<file path="src/rtl/mem_bus_pkg.sv">
`default_nettype none
// ============================================================================
// Module   : mem_bus_pkg
// Purpose  : Shared types and constants for the video/system RAM arbiter.
// Revision : 1.0
// ============================================================================
package mem_bus_pkg;

    localparam int C_DEFAULT_AW = 16;
    localparam int C_DEFAULT_DW = 16;
    localparam int C_STALL_W    = 8;

    typedef enum logic [2:0] {
        ST_IDLE    = 3'd0,
        ST_WAIT    = 3'd1,
        ST_ISSUE   = 3'd2,
        ST_CAPTURE = 3'd3,
        ST_ACK     = 3'd4
    } cpu_state_t;

endpackage
`default_nettype wire

</file>
<file path="src/rtl/mem_bus_arbiter.sv">
`default_nettype none
// ============================================================================
// Module   : mem_bus_arbiter
// Purpose  : Shares one synchronous RAM port between the VGA fetch engine
//            (absolute priority) and the CPU, using the VGA look-ahead hint.
// Revision : 1.0
// ============================================================================
module mem_bus_arbiter
    import mem_bus_pkg::*;
#(
    parameter int AW = C_DEFAULT_AW,
    parameter int DW = C_DEFAULT_DW
) (
    input  logic                 i_clk,
    input  logic                 i_reset,
    input  logic [AW-1:0]        i_vga_addr,
    input  logic                 i_vga_cs,
    input  logic                 i_vga_access,
    output logic [DW-1:0]        o_vga_dat,
    input  logic [AW-1:0]        i_cpu_addr,
    input  logic [DW-1:0]        i_cpu_dat,
    input  logic                 i_cpu_cs,
    input  logic                 i_cpu_we,
    output logic [DW-1:0]        o_cpu_dat,
    output logic                 o_cpu_ack,
    output logic [AW-1:0]        o_ram_addr,
    output logic [DW-1:0]        o_ram_dat,
    output logic                 o_ram_cs,
    output logic                 o_ram_we,
    input  logic [DW-1:0]        i_ram_dat,
    output logic                 o_collision,
    output logic [C_STALL_W-1:0] o_stall_max
);

    cpu_state_t            r_state;
    cpu_state_t            w_state_nxt;
    logic [AW-1:0]         r_addr;
    logic [DW-1:0]         r_dat;
    logic                  r_we;
    logic [DW-1:0]         r_cpu_dat;
    logic                  r_collision;
    logic [C_STALL_W-1:0]  r_stall;
    logic [C_STALL_W-1:0]  r_stall_max;

    always_ff @(posedge i_clk or posedge i_reset) begin
        if (i_reset) begin
            r_state     <= ST_IDLE;
            r_addr      <= '0;
            r_dat       <= '0;
            r_we        <= 1'b0;
            r_cpu_dat   <= '0;
            r_collision <= 1'b0;
            r_stall     <= '0;
            r_stall_max <= '0;
        end else begin
            r_state <= w_state_nxt;
            if (r_state == ST_IDLE && i_cpu_cs) begin
                r_addr <= i_cpu_addr;
                r_dat  <= i_cpu_dat;
                r_we   <= i_cpu_we;
            end
            if (r_state == ST_WAIT && r_stall != '1) begin
                r_stall <= r_stall + 1'b1;
            end
            // VGA grabbed the port without announcing it first
            if (r_state == ST_ISSUE && i_vga_cs) begin
                r_collision <= 1'b1;
            end
            if (r_state == ST_CAPTURE) begin
                if (!r_we) begin
                    r_cpu_dat <= i_ram_dat;
                end
                if (r_stall > r_stall_max) begin
                    r_stall_max <= r_stall;
                end
                r_stall <= '0;
            end
        end
    end

    always_comb begin
        w_state_nxt = r_state;
        case (r_state)
            ST_IDLE: begin
                if (i_cpu_cs) begin
                    w_state_nxt = i_vga_access ? ST_WAIT : ST_ISSUE;
                end
            end
            ST_WAIT: begin
                if (!i_vga_access) begin
                    w_state_nxt = ST_ISSUE;
                end
            end
            ST_ISSUE:   w_state_nxt = i_vga_cs ? ST_WAIT : ST_CAPTURE;
            ST_CAPTURE: w_state_nxt = ST_ACK;
            ST_ACK:     w_state_nxt = ST_IDLE;
            default:    w_state_nxt = ST_IDLE;
        endcase
    end

    always_comb begin
        o_ram_addr = '0;
        o_ram_dat  = '0;
        o_ram_we   = 1'b0;
        o_ram_cs   = 1'b0;
        if (i_vga_cs) begin
            o_ram_addr = i_vga_addr;
            o_ram_cs   = 1'b1;
        end else if (r_state == ST_ISSUE) begin
            o_ram_addr = r_addr;
            o_ram_dat  = r_dat;
            o_ram_we   = r_we;
            o_ram_cs   = 1'b1;
        end
    end

    assign o_vga_dat   = i_ram_dat;
    assign o_cpu_dat   = r_cpu_dat;
    assign o_cpu_ack   = (r_state == ST_ACK);
    assign o_collision = r_collision;
    assign o_stall_max = r_stall_max;

endmodule
`default_nettype wire

</file>
<file path="config.mk">
export PLATFORM = sky130hd
export DESIGN_NAME = mem_bus_arbiter
export DESIGN_NICKNAME = d
export VERILOG_FILES = /design/src/rtl/mem_bus_pkg.sv /design/src/rtl/mem_bus_arbiter.sv
export SDC_FILE = /design/constraint.sdc
export NUM_CORES = 1
export LEC_CHECK = 0
export ABC_AREA = 1
export BUFFER_PORTS_ARGS = -buffer_cell sky130_fd_sc_hd__buf_2
export CAP_MARGIN = 25
export CORE_MARGIN = 3
export CORE_UTILIZATION = 44
export CTS_CLUSTER_SIZE = 16
export DETAILED_ROUTE_END_ITERATION = 16
export PLACE_DENSITY = 0.78
export SLEW_MARGIN = 15
export SYNTH_ARGS = -nofsm -noshare
export SYNTH_HDL_FRONTEND = slang
export SYNTH_SLANG_ARGS = --single-unit
</file>
<file path="constraint.sdc">
create_clock -name i_clk -period 2.2 [get_ports i_clk]
set_clock_uncertainty 0.05 [all_clocks]
set_input_delay 0.44 -clock i_clk [delete_from_list [all_inputs] [get_ports i_clk]]
set_output_delay 0.44 -clock i_clk [all_outputs]
set_load 0.02 [all_outputs]
</file>
; ---- Yosys cells after proc, flatten, opt, wreduce, memory -nomap -nowiden
; Cells that the tools add are included.
[totals]
ff_bits = 69
inputBits = 70
out_inout_bits = 76
[op_classes]
n_addsub = 1
magnitude_cmp = 1
n_eq_ne = 7
mux = 15
bitwise_logic = 1
n_reduce_logical = 8
[op_table]
columns = op, n
row1 = 16-bit 2-to-1 mux, 4
row2 = 8-bit 2-to-1 mux, 2
row3 = 3-bit one-hot mux with 4 select lines, 1
row4 = "8-bit by 1-bit adder with 8-bit output, second input constant", 1
row5 = 8-bit greater-than comparator, 1
row6 = "8-bit != test, second input constant", 1
row7 = "3-bit by 2-bit == test with 1-bit output, second input constant", 2
row8 = 3-bit 2-to-1 mux, 2
row9 = 2-bit AND reduction, 3
row10 = 1-bit 2-to-1 mux, 4
row11 = 2-bit 2-to-1 mux, 2
row12 = "2-bit != test, second input constant", 2
row13 = "3-bit by 1-bit == test with 1-bit output, second input constant", 1
row14 = "3-bit == test, second input constant", 1
row15 = 1-bit logical AND, 3
row16 = 3-bit logical NOT, 1
row17 = 2-bit nonzero test, 1
row18 = 1-bit NOT, 1

; ---- Logic depth before layout (Yosys ltp)
[depth]
depth_word = 4
mapped_depth = 12
ltp_nobuf = 12

; ---- Worst setup path after synthesis
; Ideal clock, no wire load.
[synth_path]
path_type = reg2out
startpoint = register r_state[1]
endpoint = output port o_ram_addr[0]
t_arrival_ps = 1317
path_slack_ps = 393
path_stages_with_launch = 7
cell_sequence = dfrtp_1 inv_2 nor2_4 nand2_2 nor2_2 inv_2 o21ai_0
[synth_via]
elab_chain_cells = 3
[synth_lines]
columns = element, line_no
row1 = "start, declared", mem_bus_arbiter.sv:35  ; cpu_state_t r_state;
row2 = "start signal, assigned", mem_bus_arbiter.sv:56  ; r_state <= w_state_nxt;
row3 = 3-bit by 2-bit == test with 1-bit output, mem_bus_arbiter.sv:109  ; end else if (r_state == ST_ISSUE) begin
row4 = 16-bit 2-to-1 mux, mem_bus_arbiter.sv:109
row5 = 16-bit 2-to-1 mux, mem_bus_arbiter.sv:106  ; if (i_vga_cs) begin
row6 = "end, declared", mem_bus_arbiter.sv:26  ; output logic [AW-1:0] o_ram_addr,
; Every way passes these cells.

; ---- Worst setup path in the final report
[layout_path]
startpoint = register r_state[0]
endpoint = output port o_ram_addr[5]
; Same word-level chain as after synthesis.

==> results.cfg <==
[synth]
yosysTopAreaCell = dfrtp_1
syn_area_sq_um = 3580
synth_cell_type_count = 34
async_flop_share_pct = 100
synth_area_per_cell_sq_um = 8.32
synth_nets = 509
ys.flop_type = dfrtp_1
seq_area_frac_synth_pct = 48.3
yosys.area.top_type_share_pct = 48.3
synth_area_leaders = dfrtp_1, nand2_1, nor2_1
syn_inst = 430
synth_edf_count = 0
synth_warnings = 0
ys_ff_latch = 69

[hold_path]
worstHoldPathType = input port to async pin

[worst_setup_path]
crit_required_ps = 1710
start_kind = flop
worst-path-max-fanout = 7
critPathKind = flop to primary output
end_kind = primary output
arrival_ps = 1630

[detailed_routing]
drtPass1Iterations = 4
first_iter_violations = 112
drc = 0
drtAntennaViolNets = 0
wirelength_um = 8490
wl_per_cell_um = 12.7
vias = 3227
vias_per_cell = 4.81

[clock_network]
htree_levels = 3
insertion_delay_ps = 340
cts.sinks = 69
cts_tree = done
cts.path.max_buffers = 2
root_buffer = clkbuf_8
numCtsBuffers = 9
cts.clk_slew.worst_paths_ps = 70
cts_hold_buf = 0

[pwr]
p_per_area_nw_per_um2 = 1280
ir_worst_vdd_uv = 633
p_clk_share_pct = 19.1
switching_share_pct = 42.9
switchingPower_mw = 2.50
p_total_mw = 5.84
p_leak_nw = 2.60
internal_power_mw = 3.33
pwr-share-seq_pct = 35.7
combPwrFrac_pct = 45.2

[place]
dp_hpwl_um = 6360
io_buffers = 145
place_congestion = 0.812
dp.cells = 650

[global_route]
antenna_found_initial = 0
grt_max_degree = 70
grt_overflow = 0
grt_pass1_vias = 3116
grt_first_pass_wirelength_um = 13700
track_usage_pct = 19.0

[timing]
slew_headroom_pct = 70.0
hold_viol = 0
rsz0062_at_grt = true
slew_viol_final = 0
timing.final.crit_share_pct = 96.6
max_freq_ghz = 0.471
period_minus_slack_ps = 2120
tightest_slew_ps = 450
setup_violations = 0

[finish]
final_core_util_pct = 58.5
regArea_sq_um = 1730
multi_input_area_sq_um = 1440
final_nets = 643
drive_gt1_share_pct = 35.3
areaGrowthSynthToFinish_pct = 27.7
filler_cell_count = 714
instances_no_fill = 671
num_antenna_cells = 0

[floorplanning]
io_pins = 146
start_util_pct = 45.8
die-area_sq_um = 9250
die_h_um = 96.2
rows = 32
die_x_um = 96.2
core-area_sq_um = 7810

[status]
outcome = complete, no violations

[flow_run]
maxCapViolCount = 0
worst max-delay path: stages (launching register included):
cell and delay, ps:
dfrtp_2 460, inv_1 110, nand2_4 80, nor2_4 130, buf_12 140, clkinv_8 60
o21ai_0 130, buf_2 180
cell families after synthesis:
family                   after synthesis  synth area share [%]
multiplexers                           8                  2.52
adder cells (fa/ha/maj)                9                  3.15
flip-flops                            69                  48.3
AND/OR/NAND/NOR                      199                  23.7
XOR/XNOR                               3                 0.734
buffers and inverters                 85                  11.7
AO/OA/AOI/OAI                         57                  9.89
state kept, by name, indices dropped and copies added (netlist names):
name / cells
o_collision: 1
o_cpu_dat: 16
o_stall_max: 8
r_addr: 16
r_dat: 16
r_stall: 8
r_state: 3
r_we: 1
path summary, 6_finish.rpt:
kind	start	end	slack [ps]	cells after the start
worst max-delay path	r_state[0]	o_ram_addr[5]	80	7
worst min-delay path	i_reset	o_cpu_dat[1]	150	3
worst max register to register	r_stall[7]	o_stall_max[4]	490	8
worst min register to register	o_cpu_dat[9]	o_cpu_dat[9]	420	2
max in group asynchronous	i_reset	r_state[0]	1650	3
min in group i_clk	i_cpu_dat[0]	r_dat[0]	260	2
power by group through the flow:
stage	registers (mW)	clock network (mW)	logic (mW)
after floorplan	2.27	0	1.68
after global placement	2.08	0	2.48
after detailed placement	2.11	0	2.56
after CTS	2.09	1.14	2.60
after global routing	2.15	1.20	2.97
final	2.08	1.11	2.64
cells in the mapped netlist, types with 2 or more instances:
| master | instances |
|---|---|
| nand2_1 | 103 |
| dfrtp_1 | 69 |
| nor2_1 | 50 |
| inv_1 | 47 |
| nand3_1 | 32 |
| a21oi_1 | 28 |
| buf_4 | 17 |
| o21ai_2 | 10 |
| ha_1 | 9 |
| o21ai_0 | 9 |
| mux2_1 | 8 |
| buf_2 | 6 |
| clkbuf_1 | 5 |
| inv_2 | 4 |
| nand2_2 | 4 |
| xor2_1 | 3 |
| a31oi_1 | 2 |
| buf_6 | 2 |
| nand2_4 | 2 |
| nand3_2 | 2 |
| nor2_2 | 2 |
| nor2_4 | 2 |
| o21bai_1 | 2 |
| o22ai_1 | 2 |
per-stage QoR:
stage               cell area (sq um)  hold WS [ps]  setup TNS [ps]  setup WS (ps)
floorplan                        3580           415               0            393
global placement                 4280           401               0            326
detailed placement               4280           407               0            249
CTS                              4510           159               0           39.9
global route                     4570           175           -37.4          -17.8
finish                           4570           148               0           75.7
per-layer routing:
layer  wire (um)  vias up  GRT usage (%)
met4         201        0           7.82
li1            -     1613              -
met3         585       14           4.69
met1        3380     1497           22.7
met2        4320      103           32.5
met5           0        -              0
timing repair:
item	CTS	global route
cloned	0	2
setup buffers	1	2
pin swaps	0	2
gates resized for setup	3	10
endpoints found under the setup margin	25	16
layout make-up:
cell class                      count  share of cell area [%]
Sequential cell                    69                    37.8
Multi-Input combinational cell    276                    31.5
Timing Repair Buffer              152                    17.9
Inverter                           54                    4.87
Clock buffer                       10                    2.79
Tap cell                          102                    2.79
Clock inverter                      6                    1.92
Timing Repair inverter              2                   0.383
cells in the final DEF (no fill, tap or decap), types with 2 or more instances in the layout:
| cell type | n |
|---|---|
| a21oi_1 | 28 |
| a31oi_1 | 2 |
| buf_12 | 3 |
| buf_2 | 144 |
| buf_4 | 5 |
| bufinv_16 | 2 |
| clkbuf_8 | 9 |
| clkinv_2 | 3 |
| clkinv_4 | 2 |
| dfrtp_1 | 68 |
| ha_1 | 9 |
| inv_1 | 46 |
| inv_2 | 3 |
| inv_6 | 2 |
| mux2_1 | 8 |
| nand2_1 | 103 |
| nand2_2 | 3 |
| nand2_4 | 3 |
| nand3_1 | 32 |
| nand3_2 | 2 |
| nor2_1 | 50 |
| nor2_4 | 3 |
| o21ai_0 | 4 |
| o21ai_1 | 5 |
| o21ai_2 | 10 |
| o21bai_1 | 2 |
| o22ai_1 | 2 |
| xor2_1 | 3 |
Power figures use the tool's default switching activity.
